<file path="src/rtl/i2c_pkg.sv">
`default_nettype none
// ============================================================================
// Module      : i2c_pkg
// Description : Shared definitions for the byte-level I2C master: command
//               encodings, controller state and quarter-phase enums, and the
//               helper that selects the SDA level for each of the 9 bit slots.
// Revision    : 1.0 - initial release
// ============================================================================
package i2c_pkg;

   localparam logic [1:0] CMD_START = 2'b00;
   localparam logic [1:0] CMD_STOP  = 2'b01;
   localparam logic [1:0] CMD_WRITE = 2'b10;
   localparam logic [1:0] CMD_READ  = 2'b11;

   typedef enum logic [1:0] {ST_IDLE, ST_START, ST_STOP, ST_BIT} state_t;
   typedef enum logic [1:0] {Q0, Q1, Q2, Q3} phase_t;

   // SDA drive level for bit slot idx (0..7 data MSB first, 8 = ACK slot).
   // WRITE: data bits, then release for the slave's ACK.
   // READ : release for the slave's data, then drive our ACK/NACK.
   function automatic logic bit_sda(input logic [1:0] cmd,
                                    input logic [7:0] data,
                                    input logic       ack,
                                    input logic [3:0] idx);
      logic [2:0] pos;
      pos = 3'd7 - idx[2:0];
      if (idx == 4'd8) return (cmd == CMD_WRITE) ? 1'b1 : ~ack;
      return (cmd == CMD_WRITE) ? data[pos] : 1'b1;
   endfunction

endpackage
`default_nettype wire

</file>
<file path="src/rtl/i2c_quarter_timer.sv">
`default_nettype none
// ============================================================================
// Module      : i2c_quarter_timer
// Description : Quarter-SCL-period down counter. Reloads CLOCKS_PER_QUARTER-1
//               on restart, otherwise decrements; o_tick flags a zero count.
//               While i_hold is set and the counter still sits at its load
//               value the count is frozen, so a stretched phase starts
//               counting only once the hold clears.
// Ports       : i_clk     - system clock
//               i_reset   - synchronous active-high reset (count -> 0)
//               i_restart - reload the quarter count
//               i_hold    - freeze a freshly loaded count
//               o_tick    - count is zero
// Revision    : 1.0 - initial release
// ============================================================================
module i2c_quarter_timer #(
   parameter int CLOCKS_PER_QUARTER = 90,
   parameter int CW                 = 8
) (
   input  logic i_clk,
   input  logic i_reset,
   input  logic i_restart,
   input  logic i_hold,
   output logic o_tick
);

   localparam logic [CW-1:0] LOAD = CW'(CLOCKS_PER_QUARTER - 1);

   logic [CW-1:0] cnt_q;
   logic [CW-1:0] cnt_d;

   always_comb begin
      cnt_d = cnt_q - CW'(1);
      if (i_restart)
         cnt_d = LOAD;
      else if (i_hold && (cnt_q == LOAD))
         cnt_d = cnt_q;
   end

   always_ff @(posedge i_clk) begin
      if (i_reset)
         cnt_q <= '0;
      else
         cnt_q <= cnt_d;
   end

   assign o_tick = (cnt_q == '0);

endmodule
`default_nettype wire

</file>
<file path="src/rtl/i2c_byte_master.sv">
`default_nettype none
// ============================================================================
// Module      : i2c_byte_master
// Description : Byte-level I2C bus master producing START, STOP, byte WRITE
//               and byte READ waveforms. Drives open-drain pad wrapper data
//               inputs (1 = release, 0 = pull low) and reads the pin sense
//               back for ACK/data sampling.
// Config      : I2C_CLOCK_STRETCH_EN - when defined, a phase that releases
//               SCL does not start counting until the SCL pin reads high.
// Ports       : i_clk, i_reset            - clock, sync active-high reset
//               i_cmd_stb, i_cmd, i_data,
//               i_ack                     - command interface
//               o_busy, o_done            - status / completion pulse
//               o_data, o_ack_rcvd        - READ byte, WRITE ACK result
//               o_scl, o_sda              - to pad wrapper data inputs
//               i_scl, i_sda              - pad pin sense
// Revision    : 1.0 - initial release
// ============================================================================
module i2c_byte_master
   import i2c_pkg::*;
#(
   parameter int CLOCKS_PER_QUARTER = 90,
   parameter int CW                 = 8
) (
   input  logic       i_clk,
   input  logic       i_reset,
   input  logic       i_cmd_stb,
   input  logic [1:0] i_cmd,
   input  logic [7:0] i_data,
   input  logic       i_ack,
   output logic       o_busy,
   output logic       o_done,
   output logic [7:0] o_data,
   output logic       o_ack_rcvd,
   output logic       o_scl,
   output logic       o_sda,
   input  logic       i_scl,
   input  logic       i_sda
);

   state_t     state_q;
   phase_t     phase_q;
   logic [1:0] cmd_q;
   logic [7:0] tx_q;
   logic [7:0] rx_q;
   logic       ack_q;
   logic [3:0] bit_q;
   logic       busy_q;
   logic       done_q;
   logic [7:0] data_q;
   logic       ack_rcvd_q;
   logic       scl_q;
   logic       sda_q;

   logic w_accept;
   logic w_tick_raw;
   logic w_tick;
   logic w_hold;
   logic w_last;

   assign w_accept = i_cmd_stb && !busy_q;
   assign w_tick   = busy_q && w_tick_raw;
   // Final quarter of the command: Q3 of START/STOP, or Q3 of the ACK slot.
   assign w_last   = w_tick && (phase_q == Q3) &&
                     ((state_q != ST_BIT) || (bit_q == 4'd8));

`ifdef I2C_CLOCK_STRETCH_EN
   // SCL released but still low on the pin: a slave is stretching.
   assign w_hold = scl_q && !i_scl;
`else
   logic w_unused_scl;
   assign w_hold       = 1'b0;
   assign w_unused_scl = i_scl;
`endif

   i2c_quarter_timer #(
      .CLOCKS_PER_QUARTER (CLOCKS_PER_QUARTER),
      .CW                 (CW)
   ) u_timer (
      .i_clk     (i_clk),
      .i_reset   (i_reset),
      .i_restart (w_accept || w_tick),
      .i_hold    (w_hold),
      .o_tick    (w_tick_raw)
   );

   // Each assignment below sets the line levels for the phase being entered.
   always_ff @(posedge i_clk) begin
      if (i_reset) begin
         state_q    <= ST_IDLE;
         phase_q    <= Q0;
         cmd_q      <= CMD_START;
         tx_q       <= '0;
         rx_q       <= '0;
         ack_q      <= 1'b0;
         bit_q      <= '0;
         busy_q     <= 1'b0;
         done_q     <= 1'b0;
         data_q     <= '0;
         ack_rcvd_q <= 1'b0;
         scl_q      <= 1'b1;
         sda_q      <= 1'b1;
      end else begin
         done_q <= 1'b0;
         if (w_accept) begin
            busy_q  <= 1'b1;
            cmd_q   <= i_cmd;
            tx_q    <= i_data;
            ack_q   <= i_ack;
            bit_q   <= '0;
            phase_q <= Q0;
            case (i_cmd)
               CMD_START: begin
                  state_q <= ST_START;
                  sda_q   <= 1'b1;
               end
               CMD_STOP: begin
                  state_q <= ST_STOP;
                  scl_q   <= 1'b0;
                  sda_q   <= 1'b0;
               end
               default: begin
                  state_q <= ST_BIT;
                  scl_q   <= 1'b0;
                  sda_q   <= bit_sda(i_cmd, i_data, i_ack, 4'd0);
               end
            endcase
         end else if (w_tick) begin
            phase_q <= phase_t'(phase_q + 2'd1);
            case (state_q)
               ST_START: begin
                  case (phase_q)
                     Q0:      scl_q <= 1'b1;
                     Q1:      sda_q <= 1'b0;
                     Q2:      scl_q <= 1'b0;
                     default: ;
                  endcase
               end
               ST_STOP: begin
                  case (phase_q)
                     Q0:      scl_q <= 1'b1;
                     Q1:      sda_q <= 1'b1;
                     default: ;
                  endcase
               end
               ST_BIT: begin
                  case (phase_q)
                     Q0: scl_q <= 1'b1;
                     Q2: begin
                        scl_q <= 1'b0;
                        if (bit_q == 4'd8) begin
                           if (cmd_q == CMD_WRITE)
                              ack_rcvd_q <= ~i_sda;
                        end else begin
                           rx_q <= {rx_q[6:0], i_sda};
                        end
                     end
                     Q3: begin
                        if (bit_q != 4'd8) begin
                           bit_q <= bit_q + 4'd1;
                           sda_q <= bit_sda(cmd_q, tx_q, ack_q, bit_q + 4'd1);
                        end
                     end
                     default: ;
                  endcase
               end
               default: ;
            endcase
            if (w_last) begin
               busy_q  <= 1'b0;
               done_q  <= 1'b1;
               state_q <= ST_IDLE;
               if ((state_q == ST_BIT) && (cmd_q == CMD_READ))
                  data_q <= rx_q;
            end
         end
      end
   end

   assign o_busy     = busy_q;
   assign o_done     = done_q;
   assign o_data     = data_q;
   assign o_ack_rcvd = ack_rcvd_q;
   assign o_scl      = scl_q;
   assign o_sda      = sda_q;

endmodule
`default_nettype wire

</file>
<file path="config.mk">
export PLATFORM = sky130hd
export DESIGN_NAME = i2c_byte_master
export DESIGN_NICKNAME = d
export VERILOG_FILES = /design/src/rtl/i2c_pkg.sv /design/src/rtl/i2c_quarter_timer.sv /design/src/rtl/i2c_byte_master.sv
export SDC_FILE = /design/constraint.sdc
export NUM_CORES = 1
export LEC_CHECK = 0
export ABC_CLOCK_PERIOD_IN_PS = 2900
export CORE_MARGIN = 3
export CORE_UTILIZATION = 25
export DETAILED_ROUTE_END_ITERATION = 12
export GPL_TIMING_DRIVEN = 0
export PLACE_DENSITY = 0.51
export REMOVE_ABC_BUFFERS = 1
export SYNTH_ARGS = -nofsm -noshare
export SYNTH_HDL_FRONTEND = slang
export SYNTH_SLANG_ARGS = --single-unit
</file>
<file path="constraint.sdc">
create_clock -name i_clk -period 2.9 [get_ports i_clk]
set_clock_uncertainty 0.15 [all_clocks]
set_input_delay 0.87 -clock i_clk [delete_from_list [all_inputs] [get_ports i_clk]]
set_output_delay 0.87 -clock i_clk [all_outputs]
set_load 0.05 [all_outputs]
</file>
Yosys cells after proc, flatten, opt, wreduce, memory -nomap -nowiden
Cells that the tools add are included.
{ "op_classes": {"addsub": 4, "n_mul": 0, "n_div": 0, "order_cmp": 1, "eq_ne": 21, "shift": 0, "mux": 37, "bitwise_logic": 5, "reduce_logical": 26} }
{ "ops": {"columns": ["operator", "count"], "rows": [
  ["2-to-1 mux 1 bit", 27],
  ["!= test 3 bit (second input constant)", 5],
  ["== test 2 bit (second input constant)", 7],
  ["AND reduction 6 bit", 2],
  ["AND reduction 5 bit", 2],
  ["== test 4 bit (second input constant)", 2],
  ["zero test 8 bit", 1],
  ["AND reduction 4 bit", 2],
  ["subtractor 8 x 1 -> 8 bit (second input constant)", 1],
  ["2-to-1 mux 7 bit", 1],
  ["== test 2 x 1 -> 1 bit (second input constant)", 3],
  ["2-to-1 mux 2 bit", 3],
  ["one-hot mux 1 bit (2 select lines)", 3],
  ["OR reduction 2 bit", 3],
  ["logical AND 1 bit", 5],
  ["NOT 1 bit", 5],
  ["adder 4 x 1 -> 4 bit (second input constant)", 1],
  ["zero test 2 bit", 2],
  ["< comparator 3 x 4 -> 1 bit (second input constant)", 1],
  ["!= test 2 bit (second input constant)", 2],
  ["!= test 4 x 1 -> 1 bit (second input constant)", 1],
  ["!= test 4 bit (second input constant)", 1],
  ["one-hot mux 2 bit (2 select lines)", 1],
  ["nonzero test 2 bit", 2],
  ["other kinds (10)", 11]
]} }
{ "totals": {"regBits": 48, "latch_bits": 0, "ramBits": 0, "romBits": 0, "inputBits": 16, "out_inout_bits": 13, "mem_count": 0} }

Logic depth before layout (Yosys ltp)
{ "depth": {"ltp_word": 15, "ltp_mapped": 8, "ltp_nobuf": 6} }

Cells and area by module
Synthesis repeated with hierarchy kept, for this count alone.
{ "hier_totals": {"hier_cells": 254, "area_unflattened_um2": 2268.4} }
{ "by_module_without_submodules": {"columns": ["module", "instances", "cells_each", "area_each_um2", "seq_area_each_um2"], "rows": [
  ["i2c_byte_master", 1, 205, 1835.5, 800.8],
  ["i2c_quarter_timer", 1, 49, 432.9, 160.2]
]} }

Least setup slack after synthesis
No wires, ideal clock.
{ "synth_path": {"path_kind": "flip-flop to flip-flop", "from": "register bit_q[0]", "to": "register sda_q (netlist: o_sda)", "arrival_time_ns": 1.777, "t_required_ns": 2.611, "setup_slack_ns": 0.834, "path_stages_with_launch": 8, "synth_period_minus_slack_ns": 2.066, "cell_sequence": "dfxtp_1 > buf_2 > inv_1 > ha_1 > mux4_2 > mux2_2 > nor4b_1 > o311ai_1"} }
{ "synth_via": {"elab_chain_cells": 15} }
{ "synth_rtl": {"columns": ["item", "line_no", "rtl"], "rows": [
  ["from (decl)", "i2c_byte_master.sv:47", "logic [3:0] bit_q;"],
  ["from (signal assigned)", "i2c_byte_master.sv:160", "bit_q <= bit_q + 4'd1;"],
  ["adder 4 x 1 -> 4 bit", "i2c_byte_master.sv:161", "sda_q <= bit_sda(cmd_q, tx_q, ack_q, bit_q + 4'd1);"],
  ["== test 4 bit", "i2c_pkg.sv:28", "if (idx == 4'd8) return (cmd == CMD_WRITE) ? 1'b1 : ~ack;"],
  ["2-to-1 mux 1 bit", "i2c_pkg.sv:28", null],
  ["2-to-1 mux 1 bit", "i2c_byte_master.sv:159", "if (bit_q != 4'd8) begin"],
  ["2-to-1 mux 1 bit", "i2c_byte_master.sv:147", "case (phase_q)"],
  ["2-to-1 mux 1 bit", "i2c_byte_master.sv:130", "case (state_q)"],
  ["2-to-1 mux 1 bit", "i2c_byte_master.sv:128", "end else if (w_tick) begin"],
  ["2-to-1 mux 1 bit", "i2c_byte_master.sv:105", "if (w_accept) begin"],
  ["2-to-1 mux 1 bit", "i2c_byte_master.sv:89", "if (i_reset) begin"],
  ["2-to-1 mux 1 bit", "i2c_pkg.sv:29", "return (cmd == CMD_WRITE) ? data[pos] : 1'b1;"],
  ["2-to-1 mux 1 bit", "i2c_byte_master.sv:159", null],
  ["2-to-1 mux 1 bit", "i2c_byte_master.sv:147", null],
  ["one-hot mux 1 bit (3 select lines)", "i2c_byte_master.sv:130", null],
  ["2-to-1 mux 1 bit", "i2c_byte_master.sv:128", null],
  ["2-to-1 mux 1 bit", "i2c_byte_master.sv:105", null],
  ["to (signal assigned)", "i2c_byte_master.sv:125", "sda_q <= bit_sda(i_cmd, i_data, i_ack, 4'd0);"],
  ["to (signal assigned)", "i2c_byte_master.sv:161", null],
  ["to (decl)", "i2c_byte_master.sv:53", "logic sda_q;"]
]} }
Several ways; a longest one is shown, not always the timed one. The select of a mux whose other input is x is not followed.
A chain may end at the register's enable or synchronous reset.

Worst setup path in the final report
{ "layout_path": {"from": "input i_cmd_stb", "to": "register sda_q (netlist: o_sda)"} }
{ "layout_via": {"elab_chain_cells": 3} }
{ "layout_rtl": {"columns": ["item", "line_no", "rtl"], "rows": [
  ["from (decl)", "i2c_byte_master.sv:27", "input logic i_cmd_stb,"],
  ["logical AND 1 bit *", "i2c_byte_master.sv:61", "assign w_accept = i_cmd_stb && !busy_q;"],
  ["!= test 3 bit (no source line) (tied with other cells)", null, null],
  ["AND reduction 6 bit (no source line)", null, null]
]} }
Every way passes the cells marked *; elsewhere a longest branch is shown, timed or not.

==> results_dict.tcl <==
set metrics [dict create \
    endpoint "o_sda" \
    mappedNetlistArea_sq_um 2297 \
    cp_data_arrival_time_ns 2.72 \
    multiInputGateArea_sq_um 1230 \
    numPortBuffers 27 \
    ctsHoldBuffers 0 \
    detail_route.wl_per_cell_um 13.58 \
    num_rows 34 \
    area_growth_pct 18.85 \
    antenna_left 0 \
    clk_pin_slew_ns 0.09 \
    cts_sinks 48 \
    p_clk_frac 0.308 \
    cts_setup_buffers 0 \
    crit_type "in -> reg" \
    dpl_cell_area_sq_um 2643 \
    antenna_found_initial 0 \
    reg2reg_depth 6 \
    required_ns 2.96 \
    num-fill-cells 922 \
    layout_commonest_cell "dfxtp_1" \
    hp-class "reg -> reg" \
    min_period_ns 2.655 \
    ir_drop_uv 157.8 \
    slowest_delay_ns 0.58 \
    p_leak_nw 0.9195 \
    drcViolationCount 0 \
    holdWs_ns 0.3063 \
    drt_iter0_markers 73 \
    wl_um 5487 \
    drive_above_1_share 0.05405 \
    synth.yosys.warnings 0 \
    die_h_um 101.9 \
    grtUsageTotal 0.1120 \
    stdcell_area_sq_um 2730 \
    drv_cap 0 \
    r2r_end "o_data[2]" \
    hold_viol 0 \
    cts_buffers 5 \
    syn_inst 275 \
    worstPathMaxFanout 21 \
    critPathLaunch "i_cmd_stb" \
    r2r_slack_ns 0.56 \
    h-tree-depth 2 \
    worstReg2RegStart "bit_q[0]" \
    rsz0062_at_grt "no" \
    root_buffer "clkbuf_8" \
    pwr-share-seq 0.540 \
    core_area_sq_um 8806 \
    worstMarginPinSlew_ns 0.8590 \
    start_util 0.2609 \
    num_vias 1979 \
    fp.dieW_um 101.9 \
    tritoncts "yes" \
    ys.flop_type "dfxtp_1" \
    slew_viol_final 0 \
    grt_max_degree 36 \
    fin_nets 322 \
    worst_setup_path_end_kind "register" \
    switchingPower_w 0.0003618 \
    synth_edf_count 0 \
    switching_share 0.2715 \
    comb_power_share 0.152 \
    overflow 0 \
    finalSetupViolations 0 \
    io_pins 29 \
    max_freq_ghz 0.3766 \
    clkLatencyLatePin_ns 0.30 \
    die_area_sq_um 10380 \
    crit_slowest_cell "nand2b_1" \
    seqCellArea_sq_um 960.9 \
    routabilityCongestion 0.7890 \
    dr.pass1.iters 4 \
    crit_chain "clkdlybuf4s50_1 > nand2b_1 > o21ai_0 > o31a_1 > o311ai_1" \
    final_cell_mix "48 x dfxtp_1, 39 x a21oi_1, 31 x nand2_1, 26 x clkdlybuf4s50_1" \
    clockBufferDepth 2 \
    run_status "completed" \
    critPathLaunchType "primary input" \
    p_int_w 0.0009709 \
    grt_pass1_vias 1936 \
    yosysSeqAreaShare 0.4183 \
    synth.avg_cell_area_sq_um 8.353 \
    period_share 0.9155 \
    synth_seq_cells 48 \
    dpl.hpwl_um 3868 \
    grt_pass1_wl_um 9321 \
    slew_headroom 0.4229 \
    synth.distinct_cells 49 \
    async_flop_share 0 \
    vias_per_cell 4.899 \
    diodes 0 \
    power_density_nw_per_um2 488.1 \
]
## synthesized netlist by cell type (4+ instances only)
master | instances | area [sq um]
a21oi_1 | 39 | 195.2
clkbuf_1 | 8 | 30.03
dfxtp_1 | 48 | 960.9
ha_1 | 11 | 137.6
inv_1 | 13 | 48.80
nand2_1 | 31 | 116.4
nand2b_1 | 4 | 25.02
nand3_1 | 21 | 105.1
nor2_1 | 19 | 71.32
nor3_1 | 5 | 25.02
o21ai_0 | 21 | 105.1
xnor2_1 | 5 | 43.79
## metrics by stage
stage | setup WS [ns] | power (W) | TNS [ns] | util | instances
3_3_place_gp | -0.4956 | 0.0009365 | -5.905 | 0.3001 | 396
2_1_floorplan | 0.6345 | 0.0008670 | 0 | - | 261
3_5_place_dp | -0.4743 | 0.0009384 | -5.861 | 0.3001 | 396
6_report | 0.2450 | 0.001333 | 0 | 0.3100 | 404
4_1_cts | 0.1328 | 0.001351 | 0 | 0.3105 | 404
5_1_grt | 0.09818 | 0.001402 | 0 | 0.3100 | 404
## layer usage
| layer | routed length [um] | share of wire | GRT usage |
|---|---|---|---|
| met4 | 65 | 0.012 | 0.03633 |
| met1 | 2621 | 0.48 | 0.1481 |
| met2 | 2604 | 0.47 | 0.1846 |
| met3 | 195 | 0.036 | 0.02184 |
| met5 | 0 | 0 | 0 |
## state kept, by name, summed over array words and instances, names as in the netlist
| signal | count |
|---|---|
| cmd_q | 2 |
| o_data | 8 |
| state_q | 2 |
| o_scl | 1 |
| o_sda | 1 |
| o_busy | 1 |
| bit_q | 4 |
| tx_q | 8 |
| o_done | 1 |
| u_timer.cnt_q | 8 |
| o_ack_rcvd | 1 |
| rx_q | 8 |
| ack_q | 1 |
| phase_q | 2 |
## kinds of logic after synthesis
family                     count (synthesis)  share of synthesized area
AOI/OAI and AO/OA                         77                     0.1928
xor gates and xnor gates                   6                    0.02288
adders and majority gates                 11                    0.05991
buffers and inverters                     27                    0.04739
DFF                                       48                     0.4183
muxes                                      4                    0.02887
and+or+nand+nor                          102                     0.2298
## repair_timing
item / CTS / global route
resized for setup: 2 / 0
endpoints found under the setup margin: 9 / 0
hold endpoints to repair: 0 / 0
## power by group through the flow
stage                     Sequential (W)  Clock (W)  Combinational, W
after global routing            0.000726   0.000448          0.000229
after floorplan                 0.000742          0          0.000125
final                           0.000720   0.000410          0.000202
after detailed placement        0.000735          0          0.000203
after CTS                       0.000720   0.000427          0.000204
after global placement          0.000735          0          0.000202
## layout make-up
class / instances / area share
Clock buffer: 8 / 0.03300
Inverter: 13 / 0.01787
Multi-Input combinational cell: 200 / 0.4505
Sequential cell: 48 / 0.3520
Tap cell: 108 / 0.04950
Timing Repair Buffer: 27 / 0.09716
## critical path, delay by kind of cell
family | cells | cell delay (ns)
simple gates | 1 | 0.58
buf+inv | 1 | 0.44
compound gates | 3 | 0.83
## worst min-delay path by stage
stage / startpoint / endpoint / cells after the start
final: tx_q[5] / tx_q[5] / 2
after global routing: tx_q[0] / tx_q[0] / 2
after CTS: tx_q[5] / tx_q[5] / 2
after detailed placement: tx_q[5] / tx_q[5] / 2
after global placement: tx_q[5] / tx_q[5] / 2
after floorplan: u_timer.cnt_q[0] / u_timer.cnt_q[0] / 1
Power figures use the tool's default switching activity.
